--- config.mk ---
export PLATFORM = sky130hd
export DESIGN_NAME = ex_issue_ctrl
export DESIGN_NICKNAME = d
export VERILOG_FILES = /design/src/rtl/ex_issue_ctrl.sv
export SDC_FILE = /design/constraint.sdc
export NUM_CORES = 1
export LEC_CHECK = 0
export CORE_MARGIN = 3
export CORE_UTILIZATION = 40
export CTS_CLUSTER_DIAMETER = 200
export CTS_CLUSTER_SIZE = 40
export DETAILED_ROUTE_END_ITERATION = 6
export GPL_TIMING_DRIVEN = 1
export PLACE_DENSITY = 0.83
export SLEW_MARGIN = 20
export SYNTH_ARGS = -nofsm -noshare
export SYNTH_HDL_FRONTEND = slang
export SYNTH_SLANG_ARGS = --single-unit
--- constraint.sdc ---
create_clock -name clk -period 3.12 [get_ports clk]
set_input_delay 0.624 -clock clk [delete_from_list [all_inputs] [get_ports clk]]
set_output_delay 0.624 -clock clk [all_outputs]
set_load 0.02 [all_outputs]
--- src/rtl/ex_issue_ctrl.sv ---
// ex_issue_ctrl -- issue/hazard control for the decode->execute boundary.
//
// Resolves three kinds of pipeline events, highest priority first:
//   * branch flush (taken conditional branch or unconditional branch in EX)
//   * load-use hazard (one-cycle bubble)
//   * store split (a store issues as two halves over two cycles)
//
// Ports
//   clk                    rising-edge clock
//   rst                    asynchronous active-low reset
//   id_valid               decode slot holds a real instruction
//   id_opcode[4:0]         decode-stage opcode
//   id_rs1/id_rs2[3:0]     decode source registers
//   id_rs1_used/_rs2_used  source register is actually read
//   ex_opcode[4:0]         opcode in the execute stage
//   ex_wreg_en             execute-stage register write enable
//   ex_wreg_loc[3:0]       execute-stage destination register
//   branch_con             taken conditional branch from EX
//   pc_we                  PC update enable
//   ifid_we                IF/ID register write enable
//   idex_nop               force NOP into ID/EX
//   rst_branch_flush       active-low flush to the execute stage
//   state[1:0]             RUN=0, STR2=1, FLUSH1=2, FLUSH2=3
//   stall_cnt[7:0]         saturating count of cycles with pc_we=0
module ex_issue_ctrl (
  input  logic       clk,
  input  logic       rst,
  input  logic       id_valid,
  input  logic [4:0] id_opcode,
  input  logic [3:0] id_rs1,
  input  logic [3:0] id_rs2,
  input  logic       id_rs1_used,
  input  logic       id_rs2_used,
  input  logic [4:0] ex_opcode,
  input  logic       ex_wreg_en,
  input  logic [3:0] ex_wreg_loc,
  input  logic       branch_con,
  output logic       pc_we,
  output logic       ifid_we,
  output logic       idex_nop,
  output logic       rst_branch_flush,
  output logic [1:0] state,
  output logic [7:0] stall_cnt
);

  localparam logic [4:0] OP_POP       = 5'd1;
  localparam logic [4:0] OP_LDR       = 5'd6;
  localparam logic [4:0] OP_STR       = 5'd7;
  localparam logic [4:0] OP_LDR_NOP   = 5'd8;
  localparam logic [4:0] OP_BRANCH_NC = 5'd10;
  localparam logic [4:0] OP_LDRB      = 5'd14;

  typedef enum logic [1:0] {
    RUN    = 2'd0,
    STR2   = 2'd1,
    FLUSH1 = 2'd2,
    FLUSH2 = 2'd3
  } state_e;

  state_e     state_q, state_d;
  logic [7:0] stall_cnt_q, stall_cnt_d;

  logic flush_req;
  logic ex_is_load;
  logic rs_match;
  logic load_use;

  assign flush_req  = branch_con | (ex_opcode == OP_BRANCH_NC);
  assign ex_is_load = (ex_opcode == OP_POP) | (ex_opcode == OP_LDR) |
                      (ex_opcode == OP_LDR_NOP) | (ex_opcode == OP_LDRB);
  assign rs_match   = (id_rs1_used & (id_rs1 == ex_wreg_loc)) |
                      (id_rs2_used & (id_rs2 == ex_wreg_loc));
  assign load_use   = ex_is_load & ex_wreg_en & id_valid & rs_match;

  always_comb begin
    pc_we            = 1'b1;
    ifid_we          = 1'b1;
    idex_nop         = 1'b0;
    rst_branch_flush = 1'b1;
    state_d          = state_q;

    unique case (state_q)
      RUN: begin
        if (flush_req) begin
          rst_branch_flush = 1'b0;
          idex_nop         = 1'b1;
          state_d          = FLUSH1;
        end else if (load_use) begin
          pc_we    = 1'b0;
          ifid_we  = 1'b0;
          idex_nop = 1'b1;
        end else if (id_valid && (id_opcode == OP_STR)) begin
          // first store half: hold fetch/decode so the same store re-issues
          pc_we   = 1'b0;
          ifid_we = 1'b0;
          state_d = STR2;
        end
      end
      STR2: begin
        if (flush_req) begin
          rst_branch_flush = 1'b0;
          idex_nop         = 1'b1;
          state_d          = FLUSH1;
        end else begin
          state_d = RUN;
        end
      end
      FLUSH1: begin
        rst_branch_flush = 1'b0;
        idex_nop         = 1'b1;
        state_d          = FLUSH2;
      end
      FLUSH2: begin
        idex_nop = 1'b1;
        state_d  = RUN;
      end
      default: state_d = RUN;
    endcase

    // reset overrides the combinational outputs immediately
    if (!rst) begin
      pc_we            = 1'b0;
      ifid_we          = 1'b0;
      idex_nop         = 1'b1;
      rst_branch_flush = 1'b0;
      state_d          = RUN;
    end

    stall_cnt_d = stall_cnt_q;
    if (!pc_we && (stall_cnt_q != '1)) begin
      stall_cnt_d = stall_cnt_q + 8'd1;
    end
  end

  always_ff @(posedge clk or negedge rst) begin
    if (!rst) begin
      state_q     <= RUN;
      stall_cnt_q <= '0;
    end else begin
      state_q     <= state_d;
      stall_cnt_q <= stall_cnt_d;
    end
  end

  assign state     = state_q;
  assign stall_cnt = stall_cnt_q;

endmodule

==> flow_metrics.tcl, run 1 <==
set metrics [dict create \
    status "completed" \
    fp.dieArea_um2 2480 \
    routed-wl-met2_um 1140 \
    preCtsSetupSlack_ns -0.299 \
    fill_cells 125 \
    synth_edf_count 0 \
    cts_root_buffer "clkbuf_4" \
    area_growth_syn_to_layout_pct 79.3 \
    antenna_found_initial 0 \
    yosys.area_share.simple 0.272 \
    max_freq_mhz 322 \
    syn_nets 104 \
    placed_area_um2 1280 \
    drtPass1Iterations 1 \
    worstMarginPinSlew_ns 0.425 \
    period_minus_slack_ns 3.10 \
    wire_per_inst_um 13.6 \
    layout-drive-gt1-share 0.215 \
    clock_latency_ns 0.26 \
    synth_area_um2 767 \
    fin_area_um2 1380 \
    numCtsBuffers 3 \
    start_util 0.435 \
    synthFlopType "dfrtp_1" \
    clock_skew_ns 0.00220 \
    setup_ws_ns 0.0152 \
    drt-met1-wl_um 812 \
    diodes 0 \
    yosysUniqueCellTypes 34 \
    cap_violations 0 \
    async_flop_share 1.00 \
    cts_hold_buf 0 \
    grt_pass1_wl_um 3640 \
    setup-violations-final 0 \
    ys_warn_count 0 \
    drv_slew 0 \
    rsz0062_at_grt "true" \
    routed_wirelength_um 2110 \
    p_leak_nw 0.566 \
    syn_inst 74 \
    vias 783 \
    cts_tree "yes" \
    synth_compound_area_frac 0.173 \
    rows 15 \
    htree_num_levels 1 \
    dr.first_iter.drc_count 0 \
    rrSetupSlack_ns 1.17 \
    dp_hpwl_um 1710 \
    highest_layer "met4" \
    place_congestion 0.741 \
    synth_adder_area_share 0.0163 \
    peakVddDrop_mv 0.502 \
    cp-end-kind "primary output" \
    synth_xor_area_frac 0.148 \
    arrival_ns 2.48 \
    crit_fanout 3 \
    design.core.area_um2 1760 \
    post_synth.cell_area_avg_um2 10.4 \
    cts.sinks 10 \
    power.density_nw_per_um2 503 \
    cts_buffer_depth 2 \
    power_mw 0.692 \
    grt_pass1_vias 843 \
    grt.overflow.total 0 \
    die_h_um 49.8 \
    post-route-period-util 0.995 \
    synth_top_family_by_area "simple AND/OR/NAND/NOR gates" \
    drc 0 \
    finalHoldViolCount 0 \
    hold_path_class "flop to flop" \
    synthMuxAreaShare 0.0489 \
    wl_met3_um 103 \
    critPathKind "primary input to primary output" \
    yosysSeqAreaShare 0.326 \
    port_buffers 42 \
    clkTransAtPathRegs_ns 0.06 \
    cp_data_required_time_ns 2.50 \
    postRouteAntennaNets 0 \
    grt_util_all_layers 0.187 \
    boundaryPins 43 \
    nets 161 \
    grt_start_max_net_pins 13 \
    ys_ff_latch 10 \
    die_w_um 49.8 \
    timing.hold.ws_ns 0.501 \
    relSlewSlack 0.715 \
    startpoint_type "primary input" \
    viasPerCell 5.05 \
]
critical path, cell delays in order:
cell,delay (ns)
clkdlybuf4s50_1,0.51
xnor2_1,0.13
nand2_1,0.10
nor4_4,0.32
o21ai_2,0.12
a21o_1,0.19
and2_1,0.16
dlygate4sd2_1,0.32
layout make-up:
cell class	instances	area, um2	area share
Timing Repair Buffer	53	497	0.361
Inverter	1	3.75	0.00273
Tap cell	25	31.3	0.0227
Sequential cell	10	250	0.182
Clock buffer	4	36.3	0.0264
Multi-Input combinational cell	62	557	0.405
per-layer routing:
layer / up-vias / GRT usage
li1: 383 / -
met1: 372 / 0.200
met2: 22 / 0.348
met3: 6 / 0.0634
met4: 0 / 0.0461
met5: - / 0
cells in the final DEF (no fill, tap or decap), types with 2 or more instances in the layout:
cell	synthesis	layout
clkdlybuf4s50_1	0	34
buf_4	1	11
dfrtp_1	10	10
xor2_1	7	7
dlygate4sd2_1	0	7
xnor2_1	6	6
nand2_1	5	5
nand3_1	5	5
a21oi_1	5	5
nor4b_4	0	3
clkbuf_4	0	3
nor4_4	1	2
a21o_1	2	2
and2_1	2	2
o211ai_1	2	2
and3_1	2	2
mux2_1	2	2
nor2_1	2	2
a21bo_1	2	2
flip-flops by register name, summed over array words and instances, names as in the netlist:
register	flops
state	2
stall_cnt	8
through the flow:
| stage | util | instances | TNS (ns) |
|---|---|---|---|
| global route | 0.779 | 155 | -0.161 |
| detailed placement | 0.725 | 149 | -0.962 |
| global placement | 0.725 | 149 | -0.667 |
| floorplan | - | 74 | 0 |
| CTS | 0.769 | 154 | 0 |
| finish | 0.779 | 155 | 0 |
cell usage after synthesis, types with 2 or more instances:
| library cell | instances | share of area |
|---|---|---|
| xnor2_1 | 6 | 0.069 |
| o211ai_1 | 2 | 0.020 |
| nand2_1 | 5 | 0.024 |
| dfrtp_1 | 10 | 0.33 |
| mux2_1 | 2 | 0.029 |
| nand3_1 | 5 | 0.033 |
| a21oi_1 | 5 | 0.033 |
| xor2_1 | 7 | 0.080 |
| and3_1 | 2 | 0.016 |
| a21bo_1 | 2 | 0.026 |
| nor4b_1 | 2 | 0.023 |
| and2_1 | 2 | 0.016 |
| nor2_1 | 2 | 0.0098 |
| a21o_1 | 2 | 0.020 |
where the power goes:
group | internal (mW) | switching [mW] | total, mW | leakage (nW)
clock network | 0.0708 | 0.0449 | 0.116 | 0.0210
registers | 0.177 | 0.0553 | 0.232 | 0.124
logic | 0.194 | 0.150 | 0.344 | 0.421
total | 0.442 | 0.250 | 0.692 | 0.566
timing repair:
action | CTS | global route
endpoints found under the setup margin | 4 | 3
resized for setup | 13 | 2
pin swaps | 2 | 3
setup buffers | 1 | 1
worst paths after layout:
path                                       endpoint  cells after the start                     start
hold / removal             stall_cnt[4]$_DFFE_PN0P_                      1  stall_cnt[4]$_DFFE_PN0P_
setup reg to reg           stall_cnt[1]$_DFFE_PN0P_                      7  stall_cnt[0]$_DFFE_PN0P_
min in group asynchronous      state[1]$_DFFE_PN0P_                      1                       rst
hold reg to reg            stall_cnt[4]$_DFFE_PN0P_                      1  stall_cnt[4]$_DFFE_PN0P_
max in group asynchronous  stall_cnt[4]$_DFFE_PN0P_                      2                       rst
setup / recovery                            ifid_we                      8            ex_wreg_loc[2]
cell families after synthesis:
family | Yosys count
buf+inv | 2
mux | 3
fa+ha+maj | 1
flops | 10
compound gates | 16
simple gates | 29
xor+xnor | 13
Note: power is estimated with default switching activity, not from simulation.
==> run 2: changes to the inputs <==
--- a/config.mk
+++ b/config.mk
@@ -5,13 +5,13 @@
 export SDC_FILE = /design/constraint.sdc
 export NUM_CORES = 1
 export LEC_CHECK = 0
-export CORE_MARGIN = 3
 export CORE_UTILIZATION = 40
 export CTS_CLUSTER_DIAMETER = 200
 export CTS_CLUSTER_SIZE = 40
 export DETAILED_ROUTE_END_ITERATION = 6
 export GPL_TIMING_DRIVEN = 1
 export PLACE_DENSITY = 0.83
+export SETUP_SLACK_MARGIN = 0.3
 export SLEW_MARGIN = 20
 export SYNTH_ARGS = -nofsm -noshare
 export SYNTH_HDL_FRONTEND = slang
==> flow_metrics.tcl, run 2 (synthesis results as in run 1) <==
set metrics [dict create \
    status "completed" \
    clock_skew_ns 0.00739 \
    startpoint_type "primary input" \
    cp_data_required_time_ns 2.50 \
    crit_buf_inv 2 \
    boundaryPins 43 \
    cap_violations 0 \
    rows 15 \
    power.density_nw_per_um2 498 \
    design.core.area_um2 1760 \
    cts_root_buffer "clkbuf_4" \
    crit_chain "clkdlybuf4s50_1 -> xor2_1 -> nor4_4 -> o21ai_2 -> a21o_1 -> and2_4 -> buf_4" \
    largest_reg_flops 8 \
    critPathKind "primary input to primary output" \
    drc 0 \
    drtPass1Iterations 4 \
    wire_per_inst_um 13.2 \
    period_minus_slack_ns 2.79 \
    clkTransAtPathRegs_ns 0.06 \
    routed_wirelength_um 2060 \
    rsz0062_at_grt "true" \
    worst_path_max_delay_cell "clkdlybuf4s50_1" \
    final_cell_mix "27 x clkdlybuf4s50_1, 13 x buf_4, 10 x dfrtp_1" \
    grt_start_max_net_pins 13 \
    postRouteAntennaNets 0 \
    finalHoldViolCount 0 \
    place_congestion 0.745 \
    setup_tns_ns 0 \
    setup-violations-final 0 \
    cts_tree "yes" \
    timing.hold.ws_ns 0.495 \
    grt_util_all_layers 0.228 \
    preCtsSetupSlack_ns -0.258 \
    start_util 0.435 \
    hold_path_class "flop to flop" \
    relSlewSlack 0.729 \
    clock_latency_ns 0.27 \
    setup_ws_ns 0.327 \
    dr.first_iter.drc_count 3 \
    post-route-period-util 0.895 \
    dp_hpwl_um 1570 \
    final_common_cell "clkdlybuf4s50_1" \
    peakVddDrop_mv 0.418 \
    die_h_um 45.8 \
    grt_pass1_wl_um 3280 \
    htree_num_levels 1 \
    diodes 0 \
    cts.sinks 10 \
    final_util 0.791 \
    fp.dieArea_um2 2100 \
    grt.overflow.total 0 \
    port_buffers 42 \
    max_freq_mhz 358 \
    cts_buffer_depth 2 \
    p_leak_nw 0.593 \
    numCtsBuffers 3 \
    path_delay_family "buffers and inverters" \
    fill_cells 132 \
    slowest_delay_ns 0.41 \
    drv_slew 0 \
    area_growth_syn_to_layout_pct 81.9 \
    grt_pass1_vias 767 \
    crit_fanout 3 \
    antenna_found_initial 0 \
    nets 162 \
    die_w_um 45.8 \
    layout-drive-gt1-share 0.282 \
    worstMarginPinSlew_ns 0.404 \
    cp-end-kind "primary output" \
    arrival_ns 2.17 \
    viasPerCell 4.90 \
    vias 765 \
]
## run 2: timing repair
action,4_1_cts,5_1_grt
endpoints found under the setup margin,4,4
pin swaps,10,7
gates resized for setup,31,8
buffers inserted,3,1
hold buffers,0,0
## run 2: final timing paths
kind                                            endpoint                      from  slack [ns]  depth (start not counted)
worst min register to register  stall_cnt[4]$_DFFE_PN0P_  stall_cnt[4]$_DFFE_PN0P_        0.49                          1
worst max register to register  stall_cnt[1]$_DFFE_PN0P_  stall_cnt[0]$_DFFE_PN0P_        1.17                          7
max in group asynchronous       stall_cnt[3]$_DFFE_PN0P_                       rst        2.10                          2
worst min-delay path            stall_cnt[4]$_DFFE_PN0P_  stall_cnt[4]$_DFFE_PN0P_        0.49                          1
min in group asynchronous           state[0]$_DFFE_PN0P_                       rst        0.58                          1
worst max-delay path                               pc_we                 id_rs2[1]        0.33                          7
## run 2: final cells by class
cell class	instances	area, um2	share of cell area
Multi-Input combinational cell	62	569	0.408
Timing Repair Buffer	54	504	0.361
Sequential cell	10	250	0.179
Clock buffer	4	36.3	0.0260
Tap cell	25	31.3	0.0224
Inverter	1	3.75	0.00269
## run 2: per-stage QoR
step           area, um2  instances  total power, mW
2_1_floorplan        767         74            0.401
3_3_place_gp        1270        148            0.567
3_5_place_dp        1270        148            0.573
4_1_cts             1370        155            0.700
5_1_grt             1400        156            0.738
6_report            1400        156            0.695
## run 2: report_power, final
group | switching (mW) | internal (mW)
clock | 0.0483 | 0.0710
sequential | 0.0571 | 0.177
combinational | 0.149 | 0.193
## run 2: metal layers
metal	share of wire	wire [um]	vias to the layer above	GRT usage
met1	0.39	808	358	0.243
met2	0.54	1120	18	0.431
met3	0.035	73	6	0.0238
met5	0	0	-	0
li1	-	-	383	-
met4	0.031	63	0	0.124
## run 2: worst register-to-register path: stages, from the launching register on
cell     delay [ns]
dfrtp_1        0.43
ha_1           0.21
nand3_1        0.12
nor2_1         0.20
nor2_2         0.06
a41oi_2        0.30
and2_4         0.21
mux2_4         0.29
